**config.mk**
```make
export PLATFORM = sky130hd
export DESIGN_NAME = alu_ctrl_mdu_flat
export DESIGN_NICKNAME = d
export VERILOG_FILES = /design/src/rtl/alu_ctrl_mdu_pkg.sv /design/src/rtl/alu_ctrl_mdu_if.sv /design/src/rtl/alu_ctrl_mdu_mul_iter.sv /design/src/rtl/alu_ctrl_mdu.sv /design/src/flat_wrapper.sv
export SDC_FILE = /design/constraint.sdc
export NUM_CORES = 1
export LEC_CHECK = 0
export BUFFER_PORTS_ARGS = -buffer_cell sky130_fd_sc_hd__buf_2
export CAP_MARGIN = 20
export CORE_UTILIZATION = 50
export CTS_CLUSTER_DIAMETER = 50
export DETAILED_ROUTE_END_ITERATION = 10
export PLACE_DENSITY_LB_ADDON = 0.25
export SETUP_SLACK_MARGIN = 0.02
export SLEW_MARGIN = 0
export SYNTH_ARGS = -nofsm -noshare
export SYNTH_HDL_FRONTEND = slang
export SYNTH_SLANG_ARGS = --single-unit
```
**constraint.sdc**
```tcl
create_clock -name clk -period 2.85 [get_ports clk]
set_clock_uncertainty 0.2 [all_clocks]
set_input_delay 0.57 -clock clk [delete_from_list [all_inputs] [get_ports clk]]
set_output_delay 0.57 -clock clk [all_outputs]
set_load 0.05 [all_outputs]
```
**src/rtl/alu_ctrl_mdu_pkg.sv**
```systemverilog
// -----------------------------------------------------------------------------
// alu_ctrl_pkg
//   Shared constants and types for the ALU control decoder with its iterative
//   multiplier:
//     - ALUControl encodings driven to the execute-stage ALU
//     - ALUOp codes produced by the main decoder
//     - R-type Funct field codes
//     - FSM state enum for the multiply sequencer
//     - decode() helper returning {illegal_funct, ALUControl}
// -----------------------------------------------------------------------------
package alu_ctrl_pkg;

   // ALUControl encodings
   localparam logic [2:0] ALU_AND = 3'b000;
   localparam logic [2:0] ALU_OR  = 3'b001;
   localparam logic [2:0] ALU_ADD = 3'b010;
   localparam logic [2:0] ALU_SUB = 3'b100;
   localparam logic [2:0] ALU_MUL = 3'b101;
   localparam logic [2:0] ALU_SLT = 3'b110;

   // ALUOp codes from the main decoder
   localparam logic [1:0] ALUOP_ADD   = 2'b00;  // loads/stores
   localparam logic [1:0] ALUOP_SUB   = 2'b01;  // branches
   localparam logic [1:0] ALUOP_RTYPE = 2'b10;  // look at Funct
   localparam logic [1:0] ALUOP_ADDI  = 2'b11;  // immediate add

   // R-type Funct codes
   localparam logic [5:0] FUNCT_ADD = 6'b100000;
   localparam logic [5:0] FUNCT_SUB = 6'b100010;
   localparam logic [5:0] FUNCT_AND = 6'b100100;
   localparam logic [5:0] FUNCT_OR  = 6'b100101;
   localparam logic [5:0] FUNCT_SLT = 6'b101010;
   localparam logic [5:0] FUNCT_MUL = 6'b011100;

   // Multiply sequencer states
   typedef enum logic [1:0] {
      ST_IDLE = 2'd0,
      ST_RUN  = 2'd1,
      ST_DONE = 2'd2
   } state_t;

   // Returns {illegal_funct, ALUControl}. Unknown R-type functs fall back to
   // ADD so the ALU never sees an undefined control word.
   function automatic logic [3:0] decode(input logic [1:0] aluop,
                                         input logic [5:0] funct);
      logic [3:0] r;
      r = {1'b0, ALU_ADD};
      case (aluop)
         ALUOP_ADD:  r = {1'b0, ALU_ADD};
         ALUOP_SUB:  r = {1'b0, ALU_SUB};
         ALUOP_ADDI: r = {1'b0, ALU_ADD};
         default: begin
            case (funct)
               FUNCT_ADD: r = {1'b0, ALU_ADD};
               FUNCT_SUB: r = {1'b0, ALU_SUB};
               FUNCT_AND: r = {1'b0, ALU_AND};
               FUNCT_OR:  r = {1'b0, ALU_OR};
               FUNCT_SLT: r = {1'b0, ALU_SLT};
               FUNCT_MUL: r = {1'b0, ALU_MUL};
               default:   r = {1'b1, ALU_ADD};
            endcase
         end
      endcase
      return r;
   endfunction

endpackage

```
**src/rtl/alu_ctrl_mdu_if.sv**
```systemverilog
// -----------------------------------------------------------------------------
// alu_ctrl_mdu_if
//   Bus between the main decoder / pipeline control (master) and the ALU
//   control + multiply unit (slave).
//
//   Handshake: the master presents an instruction on ALUOp/Funct/a/b with
//   valid high. The slave answers with stall; while stall is high the master
//   must hold valid and the instruction unchanged. The instruction retires in
//   the first cycle valid is high and stall is low. For MUL that cycle is the
//   one in which mul_done pulses and mul_result carries the product. flush
//   aborts an in-flight MUL and suppresses a start in the same cycle.
//
//   master: valid, flush, ALUOp, Funct, a, b  ->
//           <- ALUControl, illegal_funct, stall, mul_done, mul_result
// -----------------------------------------------------------------------------
interface alu_ctrl_mdu_if #(parameter int WIDTH = 32);
   logic             valid;
   logic             flush;
   logic [1:0]       ALUOp;
   logic [5:0]       Funct;
   logic [WIDTH-1:0] a;
   logic [WIDTH-1:0] b;
   logic [2:0]       ALUControl;
   logic             illegal_funct;
   logic             stall;
   logic             mul_done;
   logic [WIDTH-1:0] mul_result;

   modport master (
      output valid, flush, ALUOp, Funct, a, b,
      input  ALUControl, illegal_funct, stall, mul_done, mul_result
   );

   modport slave (
      input  valid, flush, ALUOp, Funct, a, b,
      output ALUControl, illegal_funct, stall, mul_done, mul_result
   );
endinterface

```
**src/rtl/alu_ctrl_mdu_mul_iter.sv**
```systemverilog
// -----------------------------------------------------------------------------
// mul_iter
//   Shift-add multiplier datapath, one multiplier bit per step.
//   Ports:
//     clk          rising-edge clock
//     clear        synchronous clear of every register (highest priority)
//     start        load multiplicand<-a, multiplier<-b, acc<-0, count<-0
//     step         consume one multiplier bit
//     a, b         operands
//     acc          running product, low WIDTH bits (held when idle)
//     last         this step is the final one (count == WIDTH-1)
//     mplier_zero  multiplier after this step would be zero
// -----------------------------------------------------------------------------
module mul_iter #(
   parameter int WIDTH = 32
) (
   input  logic             clk,
   input  logic             clear,
   input  logic             start,
   input  logic             step,
   input  logic [WIDTH-1:0] a,
   input  logic [WIDTH-1:0] b,
   output logic [WIDTH-1:0] acc,
   output logic             last,
   output logic             mplier_zero
);
   localparam int CW = $clog2(WIDTH);

   logic [WIDTH-1:0] mcand;
   logic [WIDTH-1:0] mplier;
   logic [CW-1:0]    count;

   always_ff @(posedge clk) begin
      if (clear) begin
         mcand  <= '0;
         mplier <= '0;
         acc    <= '0;
         count  <= '0;
      end else if (start) begin
         mcand  <= a;
         mplier <= b;
         acc    <= '0;
         count  <= '0;
      end else if (step) begin
         // Only the low WIDTH bits of the product are kept, so the add wraps.
         if (mplier[0]) acc <= acc + mcand;
         mcand  <= mcand << 1;
         mplier <= mplier >> 1;
         count  <= count + CW'(1);
      end
   end

   assign last        = (count == CW'(WIDTH - 1));
   // Bit 0 is being consumed this step; what remains is bits [WIDTH-1:1].
   assign mplier_zero = (mplier[WIDTH-1:1] == '0);

endmodule

```
**src/rtl/alu_ctrl_mdu.sv**
```systemverilog
// -----------------------------------------------------------------------------
// alu_ctrl_mdu
//   ALU control decoder plus a sequencer for the iterative multiplier.
//   Decode of ALUOp/Funct into ALUControl and illegal_funct is purely
//   combinational. A MUL presented with valid starts the multiplier and
//   holds stall until the product is ready; mul_done pulses for one cycle
//   with mul_result valid, and stall drops that cycle so the MUL retires.
//   Ports:
//     clk, reset   clock and synchronous active-high reset
//     bus          alu_ctrl_mdu_if slave modport (see interface header)
//     state_dbg    current sequencer state
//   Parameters:
//     WIDTH        operand/result width (>= 4)
//     EARLY_EXIT   1 = finish as soon as the remaining multiplier bits are 0
// -----------------------------------------------------------------------------
module alu_ctrl_mdu
   import alu_ctrl_pkg::*;
#(
   parameter int WIDTH      = 32,
   parameter int EARLY_EXIT = 0
) (
   input  logic           clk,
   input  logic           reset,
   alu_ctrl_mdu_if.slave  bus,
   output state_t         state_dbg
);

   state_t           state;
   logic             done_q;
   logic [2:0]       ctrl;
   logic             illegal;
   logic             is_mul;
   logic             start;
   logic             step;
   logic             finish;
   logic             last;
   logic             mplier_zero;
   logic [WIDTH-1:0] acc;

   // ---------------------------------------------------------------- decode
   always_comb begin
      ctrl    = ALU_ADD;
      illegal = 1'b0;
      {illegal, ctrl} = decode(bus.ALUOp, bus.Funct);
   end

   assign bus.ALUControl    = ctrl;
   assign bus.illegal_funct = illegal;
   assign is_mul            = (ctrl == ALU_MUL);

   // ------------------------------------------------------- datapath control
   assign start  = (state == ST_IDLE) && bus.valid && is_mul && !bus.flush;
   assign step   = (state == ST_RUN) && !bus.flush;
   assign finish = last || ((EARLY_EXIT != 0) && mplier_zero);

   mul_iter #(.WIDTH(WIDTH)) u_mul_iter (
      .clk         (clk),
      .clear       (reset),
      .start       (start),
      .step        (step),
      .a           (bus.a),
      .b           (bus.b),
      .acc         (acc),
      .last        (last),
      .mplier_zero (mplier_zero)
   );

   // -------------------------------------------------------------- sequencer
   always_ff @(posedge clk) begin
      if (reset) begin
         state  <= ST_IDLE;
         done_q <= 1'b0;
      end else begin
         case (state)
            ST_IDLE: begin
               done_q <= 1'b0;
               if (start) state <= ST_RUN;
            end
            ST_RUN: begin
               if (bus.flush) begin
                  state  <= ST_IDLE;
                  done_q <= 1'b0;
               end else if (finish) begin
                  state  <= ST_DONE;
                  done_q <= 1'b1;
               end
            end
            ST_DONE: begin
               // The retiring MUL is still on the bus here; it must not
               // start a second multiply.
               state  <= ST_IDLE;
               done_q <= 1'b0;
            end
            default: begin
               state  <= ST_IDLE;
               done_q <= 1'b0;
            end
         endcase
      end
   end

   // --------------------------------------------------------------- outputs
   // Stall is combinational so the MUL is held from the very cycle it is
   // presented; reset forces it low so the pipeline is never frozen in reset.
   assign bus.stall = !reset &&
                      (((state == ST_IDLE) && bus.valid && is_mul) ||
                       (state == ST_RUN));

   // A flush landing on the DONE cycle discards the result handshake.
   assign bus.mul_done   = done_q && !bus.flush;
   assign bus.mul_result = acc;
   assign state_dbg      = state;

endmodule

```
**src/flat_wrapper.sv**
```systemverilog
// flat-port wrapper written by rule: the top's interface ports become plain ports
module alu_ctrl_mdu_flat import alu_ctrl_pkg::*;
#(
   parameter int WIDTH      = 32,
   parameter int EARLY_EXIT = 0
)
  (clk, reset, state_dbg, bus_valid, bus_flush, bus_ALUOp, bus_Funct, bus_a, bus_b, bus_ALUControl, bus_illegal_funct, bus_stall, bus_mul_done, bus_mul_result);
  alu_ctrl_mdu_if #(.WIDTH(WIDTH)) bus_i ();
  input  logic clk;
  input  logic reset;
  output state_t state_dbg;
  input wire logic [$bits(bus_i.valid)-1:0] bus_valid;
  input wire logic [$bits(bus_i.flush)-1:0] bus_flush;
  input wire logic [$bits(bus_i.ALUOp)-1:0] bus_ALUOp;
  input wire logic [$bits(bus_i.Funct)-1:0] bus_Funct;
  input wire logic [$bits(bus_i.a)-1:0] bus_a;
  input wire logic [$bits(bus_i.b)-1:0] bus_b;
  output wire logic [$bits(bus_i.ALUControl)-1:0] bus_ALUControl;
  output wire logic [$bits(bus_i.illegal_funct)-1:0] bus_illegal_funct;
  output wire logic [$bits(bus_i.stall)-1:0] bus_stall;
  output wire logic [$bits(bus_i.mul_done)-1:0] bus_mul_done;
  output wire logic [$bits(bus_i.mul_result)-1:0] bus_mul_result;
  assign bus_i.valid = bus_valid;
  assign bus_i.flush = bus_flush;
  assign bus_i.ALUOp = bus_ALUOp;
  assign bus_i.Funct = bus_Funct;
  assign bus_i.a = bus_a;
  assign bus_i.b = bus_b;
  assign bus_ALUControl = bus_i.ALUControl;
  assign bus_illegal_funct = bus_i.illegal_funct;
  assign bus_stall = bus_i.stall;
  assign bus_mul_done = bus_i.mul_done;
  assign bus_mul_result = bus_i.mul_result;
  alu_ctrl_mdu #(.WIDTH(WIDTH), .EARLY_EXIT(EARLY_EXIT)) u_core (.clk(clk), .reset(reset), .bus(bus_i), .state_dbg(state_dbg));
endmodule
```
==> run metrics, run 1 <==
status=completed; Vias/cell=6.143; Initial Util=51.19%; CTS HTree Levels=3; Clk Latency, worst-skew pair=400 ps; Mapped Cells=642; number of diodes=0; DP Wirelength=10.75 mm; Post-synth EDFFs=0; I/O pin cnt=116; CTS Buf Count=9; antenna violations before repair=0; CP endpoint kind=flop; Placed Area=6482 um^2; CORE AREA=10790 um^2; syn avg cell area=8.606 um^2; placed cell count=885; max cap viols=0; antenna viol nets, final=0; Site Rows=38; gpl congestion=0.9373; Distinct cells, synth=60; final hold slack=223.9 ps; Avg WL per Cell=16.47 um; post-synthesis simple-gate area fraction=17.44%; Max Buffers Root-to-Sink=2; shortest period the worst path allows=2766 ps; global-route met2 utilization=45.07%; setup TNS=0 ps; Leak=2.967 nW; final instance area=6978 um^2; RSZ-0062 raised after global routing=true; Synth Register Bits=104; CP max FO=3; overall global routing resource usage=26.16%; post-synthesis xor/xnor area fraction=3.804%; Power Density=356.4 nW/um^2; root buffer cell=clkbuf_8; post-synthesis adder-cell area fraction=8.288%; die footprint=11470 um^2; number of DRC markers in iteration 0=557; DRC Markers=0; Post-synth ARST share=0%; hold_buf cts=0; largest family of logic cells by synthesized area=compound AO/OA/AOI/OAI gates; area grow syn2layout=26.29%; CTS tree=yes; post-layout util=64.65%; VDD IR max=0.3179 mV; Req. time, crit path=2990 ps; detailed-route via count=5602; Yosys warning total=0; worst min-delay path category=input pin to flop; busiest grt layer=met2; Final Cycle Share=97.06%; Worst Tran Pin Value=559.8 ps; Cell Count, Final, Fillers Out=912; layout cells sized above 1=31.35%; clk slew on worst S/H paths=100 ps; total gr overflow=0; Die Height=107.1 um; ys flop type=dfxtp_1; Seq/Total Area, Yosys=37.68%; post-synthesis cell area=5525 um^2; first-pass GRT wire length=24.03 mm; port buffer count=115; Final nets=879; Final Setup Violations=0; Fill cells=908; WL final=15.02 mm; met3 Use GR=5.471%; Worst setup SP type=flop; GRT met1 Usage=31.10%; multiplexer share of the synthesized area=0.5435%; Sink Count=104; DIE WIDTH=107.1 um; Pre-antenna DRT Iters=9; critical path class=flop to flop; Arr. time, crit path=2910 ps; post-synthesis compound-gate area fraction=28.01%; final hold vios=0; FMAX=0.3615 GHz; Rel. slew slack=62.68%; syn nets=754; largest net degree at the start of global routing=55; fin. max-slew vios=0; vias in the first global route=5217
[state kept, by name, indices dropped and copies added, names as in the netlist]
name,flops
u_core.u_mul_iter.acc,32
u_core.done_q,1
u_core.u_mul_iter.mplier,32
u_core.state_dbg,2
u_core.u_mul_iter.count,5
u_core.u_mul_iter.mcand,32
[stage by stage]
| stage | setup WS [ps] | power [mW] |
|---|---|---|
| final | 83.76 | 2.487 |
| after floorplan | 19.98 | 1.538 |
| after detailed placement | -55.26 | 1.615 |
| after global placement | 89.29 | 1.609 |
| after global routing | -44.12 | 2.579 |
| after CTS | 7.464 | 2.511 |
[report_power, final]
part | switching (mW) | internal (mW) | leakage, nW
registers | 0.000226 | 1.45 | 0.847
logic | 0.0755 | 0.0565 | 2.03
clock network | 0.529 | 0.376 | 0.0950
[worst max-delay path, stage by stage, from the launching register on]
cell	delay, ps
dfxtp_4	370
ha_4	130
inv_2	40
fa_2	340
and2b_1	230
o211ai_1	120
a31o_2	270
o21ai_4	180
a21oi_2	90
o31ai_4	270
a21oi_2	100
or3_1	310
nand3_1	80
[timing repair]
| item | CTS | global route |
|---|---|---|
| pin swaps | 6 | 24 |
| gates resized for setup | 9 | 33 |
| setup buffers | 3 | 8 |
| endpoints found under the setup margin | 4 | 11 |
[placed cells by master, fill, tap and decap left out, drive strengths merged, types with 4 or more instances in the layout]
master    n
clkbuf   12
buf     157
nor2     94
and3      4
dfxtp   104
nand2    60
o21ai    18
xnor2    14
inv      17
ha       35
a211oi   12
a21oi    55
nand2b    4
nand3    10
o211ai    5
a21o     13
a222oi   62
nor2b     8
o31ai     5
nand4     5
xor2     10
and2      4
or3       7
nor3      4
[area by class of cell]
| cell class | instances | area, um^2 | share of cell area, % |
|---|---|---|---|
| Inverter | 16 | 60.06 | 0.8607 |
| Clock buffer | 11 | 152.6 | 2.188 |
| Timing Repair Buffer | 158 | 938.4 | 13.45 |
| Multi-Input combinational cell | 478 | 3505 | 50.22 |
| Sequential cell | 104 | 2108 | 30.21 |
| Tap cell | 140 | 175.2 | 2.510 |
| Clock inverter | 5 | 38.79 | 0.5559 |
[final timing paths]
check,from,to,slack [ps],cells past startpoint
worst min register to register,u_core.u_mul_iter.acc[9],u_core.u_mul_iter.acc[9],270,2
worst min-delay path,bus_b[7],u_core.u_mul_iter.mplier[7],220,3
worst max-delay path,u_core.u_mul_iter.acc[0],u_core.u_mul_iter.acc[24],80,12
worst max register to register,u_core.u_mul_iter.acc[0],u_core.u_mul_iter.acc[24],80,12
[metal layers]
layer  part of all wire (%)  wire length [um]  up-vias
li1                       -                 -     2693
met1                     41              6175     2707
met2                     50              7540      178
met3                    6.3               939       24
met4                    2.4               362        0
met5                      0                 0        -
[synthesized netlist by cell type (8+ instances only)]
| cell type | number | share of area [%] |
|---|---|---|
| dfxtp_1 | 104 | 38 |
| nor2_1 | 94 | 6.4 |
| a21o_1 | 13 | 1.8 |
| buf_1 | 10 | 0.68 |
| nand3_1 | 10 | 0.91 |
| o21ai_0 | 12 | 1.1 |
| clkbuf_1 | 27 | 1.8 |
| nand2_1 | 60 | 4.1 |
| xor2_1 | 10 | 1.6 |
| ha_1 | 35 | 7.9 |
| a211oi_1 | 10 | 1.4 |
| nor2b_1 | 8 | 0.91 |
| a222oi_1 | 62 | 11 |
| inv_1 | 16 | 1.1 |
| xnor2_1 | 14 | 2.2 |
| a21oi_1 | 54 | 4.9 |
[cells by family (layout without fill, tap and decap cells)]
| logic type | count (synthesis) | in the layout |
|---|---|---|
| buf+inv | 60 | 190 |
| compound gates | 200 | 200 |
| mux | 3 | 3 |
| fa+ha+maj | 36 | 36 |
| xor+xnor | 24 | 24 |
| simple gates | 215 | 215 |
| flops | 104 | 104 |
(Power assumes the default switching activity.)
==> inputs of run 2 (changes only) <==
Settings changed: CORE_UTILIZATION 50 to 51, SETUP_SLACK_MARGIN 0.02 to 0.2, SYNTH_HIERARCHICAL set to 1.
==> run metrics, run 2 <==
CTS HTree Levels=3 (unchanged); CP top delay family=compound AO/OA/AOI/OAI gates; Arr. time, crit path=2690 ps (-220 ps); setup TNS=0 ps (unchanged); Leak=3.361 nW (+13%); Final nets=997 (+13%); Critical path buffers and inverters=0 (-1); number of DRC markers in iteration 0=341 (-39%); worst min-delay path category=input pin to flop; final instance area=7682 um^2 (+10%); largest net degree at the start of global routing=120 (+120%); leading cell type in the layout, fill and taps excluded=nor2_1; Rel. slew slack=56.68% (-6.0 points); CORE AREA=11610 um^2 (+7.6%); clk slew on worst S/H paths=70 ps (-30 ps); shortest period the worst path allows=2627 ps (-138.9 ps); Pre-antenna DRT Iters=8 (-1); VDD IR max=0.3267 mV (+2.8%); syn avg cell area=8.025 um^2 (-6.8%); biggest regs=u_core/u_mul_iter/acc: 32 flops, u_core/u_mul_iter/mcand: 32 flops, u_core/u_mul_iter/mplier: 32 flops; first-pass GRT wire length=25.96 mm (+8.0%); CP max FO=5 (+2); Power Density=380.4 nW/um^2 (+6.7%); Final Cycle Share=92.19% (-4.9 points); CTS tree=yes; final hold vios=0 (unchanged); Worst Tran Pin Value=649.8 ps (+90.05 ps); status=complete, but fails checks; layout cells sized above 1=27.11% (-4.2 points); DP Wirelength=11.06 mm (+2.9%); CTS Buf Count=9 (unchanged); fin. max-slew vios=0 (unchanged); Worst setup SP type=flop; post-layout util=66.15% (+1.5 points); detailed-route via count=5990 (+6.9%); Initial Util=53.07% (+1.9 points); Max Buffers Root-to-Sink=2 (unchanged); hold_buf cts=0 (unchanged); die footprint=12530 um^2 (+9.2%); r2r setup slk=220 ps (+140 ps); Yosys warning total=6 (+6); number of diodes=0 (unchanged); FMAX=0.3806 GHz (+5.3%); Mapped Cells=768 (+20%); area grow syn2layout=24.64%; failing checks=design-rule violations; Placed Area=6938 um^2 (+7.0%); Site Rows=39 (+2.6%); overall global routing resource usage=25.47% (-0.69 points); antenna violations before repair=0 (unchanged); Clk Latency, worst-skew pair=350 ps (-50 ps); RSZ-0062 raised after global routing=true; most frequent cells in the layout=155 x nor2_1, 113 x buf_2, 105 x a21oi_1; syn nets=880 (+17%); DIE WIDTH=111.9 um (+4.5%); Avg WL per Cell=15.76 um (-4.3%); root buffer cell=clkbuf_16; CP endpoint kind=flop; total gr overflow=0 (unchanged); delay of the slowest cell on the worst path=390 ps (+20 ps); antenna viol nets, final=0 (unchanged); port buffer count=115 (unchanged); vias in the first global route=5490 (+5.2%); WL final=16.27 mm (+8.3%); critical path class=flop to flop; post-synthesis cell area=6163 um^2 (+12%); Vias/cell=5.804 (-5.5%); DRC Markers=6 (+6); Sink Count=104 (unchanged); Req. time, crit path=2920 ps (-70 ps); Final Setup Violations=0 (unchanged); I/O pin cnt=116 (unchanged); gpl congestion=0.9167 (-2.2%); cells along the critical path=ha_4 -> fa_2 -> a21oi_4 -> o21ai_2 -> a31o_4 -> a211o_1 -> o21ai_1 -> a21oi_1 -> xnor2_1 -> a211oi_1; max cap viols=0 (unchanged); Die Height=111.9 um (+4.5%); crit path max-delay cell type=fa_2
==> run 2: area by class of cell <==
cell class,count,area (um^2)
multi-input combinational,611,4168
timing repair buffer,150,868.3
sequential,104,2118
clock inverter,6,90.09
clock buffer,9,225.2
tap,143,178.9
fill,987,3931
inverter,9,33.78
==> run 2: routing by layer <==
| metal | part of all wire, % | track usage, % | wire length [um] |
|---|---|---|---|
| met5 | 0 | 0 | 0 |
| met4 | 1.7 | 8.000 | 279 |
| met3 | 5.8 | 5.716 | 940 |
| met2 | 48 | 41.70 | 7834 |
| met1 | 44 | 33.36 | 7214 |
==> run 2: timing repair <==
item | CTS | global route
resized for setup | 22 | 37
setup buffers | 4 | 14
endpoints found under the hold margin | 0 | 0
pin swaps | 9 | 23
endpoints found under the setup margin | 15 | 19
==> run 2: worst paths after layout <==
| check | cells after the start | from | to |
|---|---|---|---|
| worst max register to register | 10 | u_core/u_mul_iter/acc[0] | u_core/u_mul_iter/acc[16] |
| worst min-delay path | 3 | bus_b[31] | u_core/u_mul_iter/mplier[31] |
| worst max-delay path | 10 | u_core/u_mul_iter/acc[0] | u_core/u_mul_iter/acc[16] |
| worst min register to register | 2 | u_core/u_mul_iter/acc[29] | u_core/u_mul_iter/acc[29] |
==> run 2: report_power, final <==
| group | internal, mW | leakage (nW) | total, mW | switching [mW] |
|---|---|---|---|---|
| sequential | 1.45 | 0.849 | 1.45 | 0.000508 |
| combinational | 0.0610 | 2.36 | 0.141 | 0.0800 |
| clock | 0.771 | 0.157 | 1.33 | 0.562 |
==> run 2: worst min-delay path, cell delays in order <==
cell and delay, ps:
buf_2 70, a21oi_1 50, nor2_1 70
==> run 2: stage by stage <==
| step | total power [mW] | std cells | hold WS [ps] | setup WS, ps |
|---|---|---|---|---|
| floorplan | 1.539 | 768 | 265.4 | 165.4 |
| global placement | 1.615 | 999 | 248.9 | 82.26 |
| detailed placement | 1.618 | 999 | 256.6 | 11.33 |
| CTS | 2.942 | 1018 | 233.2 | 181.7 |
| global route | 3.015 | 1032 | 237.8 | 119.0 |
| finish | 2.922 | 1032 | 243.6 | 222.6 |
